--- config.mk ---
export PLATFORM = sky130hd
export DESIGN_NAME = operand_bypass_unit
export DESIGN_NICKNAME = d
export VERILOG_FILES = /design/src/rtl/operand_bypass_unit_pkg.sv /design/src/rtl/operand_bypass_unit_mux.sv /design/src/rtl/operand_bypass_unit.sv
export SDC_FILE = /design/constraint.sdc
export NUM_CORES = 1
export LEC_CHECK = 0
export ABC_AREA = 1
export BUFFER_PORTS_ARGS = -buffer_cell sky130_fd_sc_hd__buf_2
export CAP_MARGIN = 0
export CORE_AREA = 3 3 134 149
export CTS_CLUSTER_DIAMETER = 80
export DETAILED_ROUTE_END_ITERATION = 8
export DIE_AREA = 0 0 137 152
export SYNTH_ARGS = -nofsm -noshare
export SYNTH_HDL_FRONTEND = slang
export SYNTH_SLANG_ARGS = --single-unit
--- constraint.sdc ---
create_clock -name clock -period 4.4 [get_ports clock]
set_clock_uncertainty 0.1 [all_clocks]
set_input_delay 0.22 -clock clock [delete_from_list [all_inputs] [get_ports clock]]
set_output_delay 0.22 -clock clock [all_outputs]
set_load 0.005 [all_outputs]
--- src/rtl/operand_bypass_unit_pkg.sv ---
// Shared constants for the operand bypass unit: forward-select codes and FSM states.
package operand_bypass_unit_pkg;

  localparam int DATALENGTH = 32;
  localparam logic [DATALENGTH-1:0] ZEROWORD = '0;

  localparam logic [1:0] FWD_RF = 2'b00;
  localparam logic [1:0] FWD_W  = 2'b01;
  localparam logic [1:0] FWD_M  = 2'b10;
  localparam logic [1:0] FWD_SH = 2'b11;

  typedef enum logic {
    RUN      = 1'b0,
    MEM_WAIT = 1'b1
  } bypassState_t;

endpackage

--- src/rtl/operand_bypass_unit_mux.sv ---
// Single-port priority forward select: M beats W beats shadow beats register file.
module bypass_mux
  import operand_bypass_unit_pkg::*;
#(
  parameter int DATA_W = DATALENGTH,
  parameter int AW     = 5
) (
  input  logic [AW-1:0]     srcAddr,
  input  logic [DATA_W-1:0] rfData,
  input  logic              wrEnM,
  input  logic [AW-1:0]     wrAddrM,
  input  logic [DATA_W-1:0] aluOutM,
  input  logic              wrEnW,
  input  logic [AW-1:0]     wrAddrW,
  input  logic [DATA_W-1:0] resultW,
  input  logic              shValid,
  input  logic [AW-1:0]     shAddr,
  input  logic [DATA_W-1:0] shData,
  output logic [DATA_W-1:0] opOut,
  output logic [1:0]        selOut
);

  always_comb begin
    opOut  = rfData;
    selOut = FWD_RF;
    // r0 always reads as the register-file value, never a forwarded one
    if (srcAddr != '0) begin
      if (wrEnM && (wrAddrM == srcAddr)) begin
        opOut  = aluOutM;
        selOut = FWD_M;
      end else if (wrEnW && (wrAddrW == srcAddr)) begin
        opOut  = resultW;
        selOut = FWD_W;
      end else if (shValid && (shAddr == srcAddr)) begin
        opOut  = shData;
        selOut = FWD_SH;
      end
    end
  end

endmodule

--- src/rtl/operand_bypass_unit.sv ---
// Operand forwarding, load-use and SRAM-wait hazard control for the 5-stage core.
module operand_bypass_unit
  import operand_bypass_unit_pkg::*;
#(
  parameter int DATA_W   = DATALENGTH,
  parameter int AW       = 5,
  parameter int NUM_RD   = 2,
  parameter int WAIT_MAX = 15,
  parameter int CNT_W    = 16
) (
  input  logic                     clock,
  input  logic                     reset,
  input  logic [NUM_RD*AW-1:0]     src_addr_d,
  input  logic [NUM_RD-1:0]        src_used_d,
  input  logic [NUM_RD*AW-1:0]     src_addr_e,
  input  logic [NUM_RD*DATA_W-1:0] rf_data_e,
  input  logic                     wr_en_e,
  input  logic [AW-1:0]            wr_addr_e,
  input  logic                     mem_to_reg_e,
  input  logic                     wr_en_m,
  input  logic [AW-1:0]            wr_addr_m,
  input  logic [DATA_W-1:0]        alu_out_m,
  input  logic                     wr_en_w,
  input  logic [AW-1:0]            wr_addr_w,
  input  logic [DATA_W-1:0]        result_w,
  input  logic                     mem_req_m,
  input  logic                     mem_ready,
  output logic [NUM_RD*DATA_W-1:0] op_e,
  output logic [NUM_RD*2-1:0]      fwd_sel_e,
  output logic                     stall_f,
  output logic                     stall_d,
  output logic                     stall_e,
  output logic                     stall_m,
  output logic                     flush_e,
  output logic                     mem_timeout,
  output logic [CNT_W-1:0]         stall_cnt
);

  localparam int WAIT_W = (WAIT_MAX < 1) ? 1 : $clog2(WAIT_MAX + 1);

  bypassState_t      stateReg, stateNext;
  logic              shValidReg;
  logic [AW-1:0]     shAddrReg;
  logic [DATA_W-1:0] shDataReg;
  logic [WAIT_W-1:0] waitCntReg, waitCntNext;
  logic [CNT_W-1:0]  stallCntReg;
  logic              timeoutReg;

  logic              memStallStart;
  logic              loadUseHit;
  logic              stallAll;
  logic              loadUseStall;
  logic              stallDInt;
  logic              captureEn;
  logic [NUM_RD-1:0] portHit;

  generate
    for (genvar gi = 0; gi < NUM_RD; gi++) begin : g_port
      logic [DATA_W-1:0] muxOp;
      logic [1:0]        muxSel;

      bypass_mux #(.DATA_W(DATA_W), .AW(AW)) u_mux (
        .srcAddr (src_addr_e[gi*AW +: AW]),
        .rfData  (rf_data_e[gi*DATA_W +: DATA_W]),
        .wrEnM   (wr_en_m),
        .wrAddrM (wr_addr_m),
        .aluOutM (alu_out_m),
        .wrEnW   (wr_en_w),
        .wrAddrW (wr_addr_w),
        .resultW (result_w),
        .shValid (shValidReg),
        .shAddr  (shAddrReg),
        .shData  (shDataReg),
        .opOut   (muxOp),
        .selOut  (muxSel)
      );

      // Outputs read as zero / rf-select for as long as reset is held
      assign op_e[gi*DATA_W +: DATA_W] = reset ? muxOp : DATA_W'(ZEROWORD);
      assign fwd_sel_e[gi*2 +: 2]      = reset ? muxSel : FWD_RF;
      assign portHit[gi] = src_used_d[gi] && (src_addr_d[gi*AW +: AW] == wr_addr_e);
    end
  endgenerate

  assign memStallStart = (stateReg == RUN) && mem_req_m && !mem_ready;
  assign loadUseHit    = mem_to_reg_e && wr_en_e && (wr_addr_e != '0) && (|portHit);

  always_comb begin
    stateNext    = stateReg;
    stallAll     = 1'b0;
    loadUseStall = 1'b0;
    case (stateReg)
      RUN: begin
        if (memStallStart) begin
          stateNext = MEM_WAIT;
          stallAll  = 1'b1;
        end else if (loadUseHit) begin
          loadUseStall = 1'b1;
        end
      end
      MEM_WAIT: begin
        if (mem_ready) begin
          stateNext = RUN;
        end else begin
          stallAll = 1'b1;
        end
      end
      default: stateNext = RUN;
    endcase
  end

  always_comb begin
    waitCntNext = waitCntReg;
    if (stateReg == MEM_WAIT) begin
      if (mem_ready) begin
        waitCntNext = '0;
      end else if (waitCntReg != WAIT_W'(WAIT_MAX)) begin
        waitCntNext = waitCntReg + WAIT_W'(1);
      end
    end
  end

  assign stallDInt = stallAll || loadUseStall;
  assign captureEn = (stateReg == RUN) && !memStallStart;

  always_ff @(posedge clock or negedge reset) begin
    if (!reset) begin
      stateReg    <= RUN;
      shValidReg  <= 1'b0;
      shAddrReg   <= '0;
      shDataReg   <= '0;
      waitCntReg  <= '0;
      stallCntReg <= '0;
      timeoutReg  <= 1'b0;
    end else begin
      stateReg   <= stateNext;
      waitCntReg <= waitCntNext;
      // Shadow bridges the cycle where W writes the regfile and E already read the old value
      if (captureEn) begin
        shValidReg <= wr_en_w && (wr_addr_w != '0);
        shAddrReg  <= wr_addr_w;
        shDataReg  <= result_w;
      end
      if ((stateReg == MEM_WAIT) && !mem_ready && (waitCntNext == WAIT_W'(WAIT_MAX))) begin
        timeoutReg <= 1'b1;
      end
      if (stallDInt && (stallCntReg != '1)) begin
        stallCntReg <= stallCntReg + CNT_W'(1);
      end
    end
  end

  assign stall_f     = reset && stallDInt;
  assign stall_d     = reset && stallDInt;
  assign stall_e     = reset && stallAll;
  assign stall_m     = reset && stallAll;
  assign flush_e     = reset && loadUseStall;
  assign mem_timeout = timeoutReg;
  assign stall_cnt   = stallCntReg;

endmodule

==> results by group <==
Outcome
  • Status: complete, no violations

Clocking
  • CTS Buffer Depth: 2
  • CTS Sinks: 60
  • Root buf cell: clkbuf_16
  • Clk Latency, worst-skew pair: 0.34 ns
  • Clock-pin transition on the worst setup and hold timing paths: approximately 0.060 ns
  • CTS tree: built
  • H-tree Lvls: 3
  • Post-CTS sizing: 0
  • CTS Buf Count: 9

Worst setup path
  • CP Depth: 13
  • Nature of the critical path startpoint: input pin
  • CP Capture Point: op_e[63]
  • R2r worst-path depth: 9
  • CP endpoint kind: output pin
  • CP startpoint: src_addr_e[5]
  • Biggest cell delay along the critical path: 0.50 ns
  • Worst Path Required: a little over 4 ns
  • Top delay family on crit path: simple AND/OR/NAND/NOR gates
  • Critical path peak fanout: between 50 and 60
  • Worst-path cell chain: buf_2 -> inv_1 -> nand2_1 -> nand2_1 -> nor2_1 -> nand3_4 -> buf_4 -> nand3_1 -> nand2_1 -> nand2_1 -> nand2_1 -> nor2_1 -> buf_2
  • Worst reg2reg startpoint: stall_cnt[0]
  • Critical path arrival: 2.44 ns
  • Crit Path Category: input pin to output pin
  • Flop2flop setup slack: 2.28 ns
  • Slowest cell on the critical path: nand3_4
  • Buf/Inv on CP: 4
  • R2r endpoint: stall_cnt[5]
  • Cell with the most instances on the worst path: nand2_1

STA
  • Max_slew headroom: 17.6%
  • RSZ-0062 raised after global routing: false
  • Max Slew Vio Count: 0
  • Hold_ws: 0.0655 ns
  • Post-route clock period utilization: between 60% and 70%
  • Worst-margin pin slew: roughly 1.2 ns
  • Clock period minus worst slack: 2.76 ns
  • Max Fclk: between 300 and 400 MHz
  • Setup Viol. Count Final: 0
  • Setup TNS: 0 ns
  • Setup WS post-layout: 1.64 ns
  • Hold Vio Cnt, Final: 0

Synthesis
  • Post-Synth Simple-Gate Area: 43.1%
  • Area share of the leading cell type in the synthesized netlist: 23.1%
  • Primary FF master, synth: dfrtp_1
  • Post-synthesis compound-gate area fraction: a little under 20%
  • Yosys top cell by area: dfrtp_1
  • Main combinational cell family by area after synthesis: simple AND/OR/NAND/NOR gates
  • Top cells by count, synth: nor2_1 (208), a21oi_1 (167), nand3_1 (154)
  • Most common cell in the synthesized netlist: nor2_1
  • Syn Std Cell Area: 6490 sq um
  • Post-synthesis cell count: 1,098
  • Post-synthesis sequential area ratio: 23.1%
  • Number of flops mapped to enable cells by yosys: 0
  • Syn Nets: 1,273
  • Multiplexer share of the synthesized area: 0%
  • Yosys reg bits: 60
  • Netlist cell types: 31
  • Post-synthesis adder-cell area fraction: 0.386%
  • YS warnings: 0
  • Asr flop ratio synth: 100%
  • Synth Area in XOR/XNOR: under 10%
  • Avg Cell Area, Syn: 5.91 sq um
  • Top cells by area, synth: dfrtp_1 (23%), a21oi_1 (13%), nor2_1 (12%)

Pwr
  • Internal: 1.40 mW
  • Pwr per Cell Area: between 200 and 300 nW/um^2
  • Leak pwr: 4.19 nW
  • Clock share of power: 36.4%
  • Combinational power share: between 30% and 40%
  • Sequential share of power: approximately a third
  • Worst VDD drop: slightly below 0.0002 V
  • Overall Power: approximately 2.1 mW
  • Net Sw Frac: 34.0%
  • NetSw: 0.721 mW

Floorplanning
  • Top-Level Pins: around 260
  • CORE AREA: 18,500 sq um
  • Die footprint: approximately 21,000 sq um
  • FP Rows: 52
  • Die X: 137 um
  • Starting Density: between 30% and 40%
  • Die H: 152 um

Route
  • DR iter-0 viols: 576
  • DRT Pass-1 Iters: 5
  • Post-Route WL: 25.2 mm
  • Drt wl/cell: approximately 16 um
  • Drt drc: 0
  • Vias: 8,104
  • Via density: 5.21
  • Detail Route Antenna Nets: 0

Place
  • IO buf count: 262
  • Routability cong.: 0.912
  • Final HPWL DP: 17.9 mm
  • Placed instance area: 7810 sq um
  • DP Cell Count: approximately 1.5k
  • Pre-CTS WS: 1.68 ns

Final layout
  • Layout Cells excl Fill: 1,554
  • Fraction of layout cells with a size suffix above 1: a little under a quarter
  • # diodes: 0
  • # nets final: 1,481
  • Post-layout util: between 40 and 50%
  • Area Growth Syn to Fin: 25.5%
  • Final instance area: 8140 sq um

Worst hold path
  • WHS Path Cells: 3
  • Worst Hold Class: input pin to register

Flow run
  • Max Cap Viol: 0

Global routing
  • Total Routing Usage GR: 23.3%
  • Vias in the first global route: around 7.6k
  • Global-route wire length before repair: 40.1 mm
  • GRT overflow: 0
  • Pin count of the biggest net entering global routing: between 90 and 100
  • Initial antenna violation count: 1
[power groups by stage]
stage	Clock, mW	Sequential (mW)	Combinational [mW]
6_report	0.771	0.687	0.659
5_1_grt	0.815	0.698	0.753
4_1_cts	0.792	0.688	0.665
3_5_place_dp	0	0.697	0.661
3_3_place_gp	0	0.695	0.656
2_1_floorplan	0	0.685	0.383
[state kept, by name (all words and copies together), names as in the netlist]
signal       cells
shAddrReg        5
shDataReg       32
mem_timeout      1
waitCntReg       4
shValidReg       1
stateReg         1
stall_cnt       16
[cell usage in the layout, fill, tap and decap left out, types with 3 or more instances in the layout]
| cell type | netlist | routed |
|---|---|---|
| nand2_1 | 149 | 148 |
| nor2_1 | 208 | 207 |
| nand4_1 | 6 | 6 |
| inv_1 | 80 | 80 |
| o21ai_0 | 78 | 78 |
| buf_4 | 11 | 13 |
| nand3b_1 | 64 | 64 |
| nand3_1 | 154 | 153 |
| clkbuf_16 | 0 | 9 |
| xor2_1 | 14 | 14 |
| xnor2_1 | 3 | 3 |
| buf_2 | 13 | 261 |
| dfrtp_1 | 60 | 60 |
| clkinv_4 | 0 | 3 |
| inv_2 | 10 | 10 |
| nor3_1 | 9 | 9 |
| a21oi_1 | 167 | 167 |
[kinds of logic (layout without fill, tap and decap cells)]
logic type	after synthesis	in the layout
buf+inv	169	382
compound gates	249	249
xor+xnor	17	17
simple gates	601	601
fa+ha+maj	2	2
flops	60	60
[layout make-up]
type | instances | area, sq um
multi-input combinational | 869 | 4260
clock buffer | 9 | 225
sequential | 60 | 1500
inverter | 91 | 342
tap | 243 | 304
clock inverter | 7 | 100
fill | 2057 | 10300
timing repair buffer | 275 | 1410
[worst register-to-register path, stage by stage, from the launching register on]
cell	delay, ns
dfrtp_1	0.41
ha_1	0.21
nand3_1	0.15
nor2_1	0.29
nand4_1	0.17
clkinv_1	0.08
nand2_2	0.21
nand2_4	0.28
nand2_1	0.08
nand2_1	0.07
[metal layers]
| layer | track usage, % | share of wire, % | up-vias | wire length (um) |
|---|---|---|---|---|
| met1 | 31.0 | 43 | 3731 | 10900 |
| met5 | 0 | 0 | - | 0 |
| met3 | 4.37 | 6.3 | 28 | 1580 |
| li1 | - | - | 4069 | - |
| met2 | 38.9 | 49 | 276 | 12300 |
| met4 | 5.56 | 1.4 | 0 | 357 |
[how the worst min path moves through the flow]
stage	from	endpoint
final	result_w[22]	shDataReg[22]
after global routing	result_w[23]	shDataReg[23]
after CTS	result_w[22]	shDataReg[22]
after detailed placement	reset	shDataReg[10]
after global placement	reset	shDataReg[10]
after floorplan	reset	mem_timeout
[repair_timing]
action,in CTS,in global routing
endpoints found under the setup margin,0,0
hold endpoints to repair,25,0
hold buffers,1,0
buffers inserted,0,0
No activity file was read; power rests on OpenSTA's default activity.
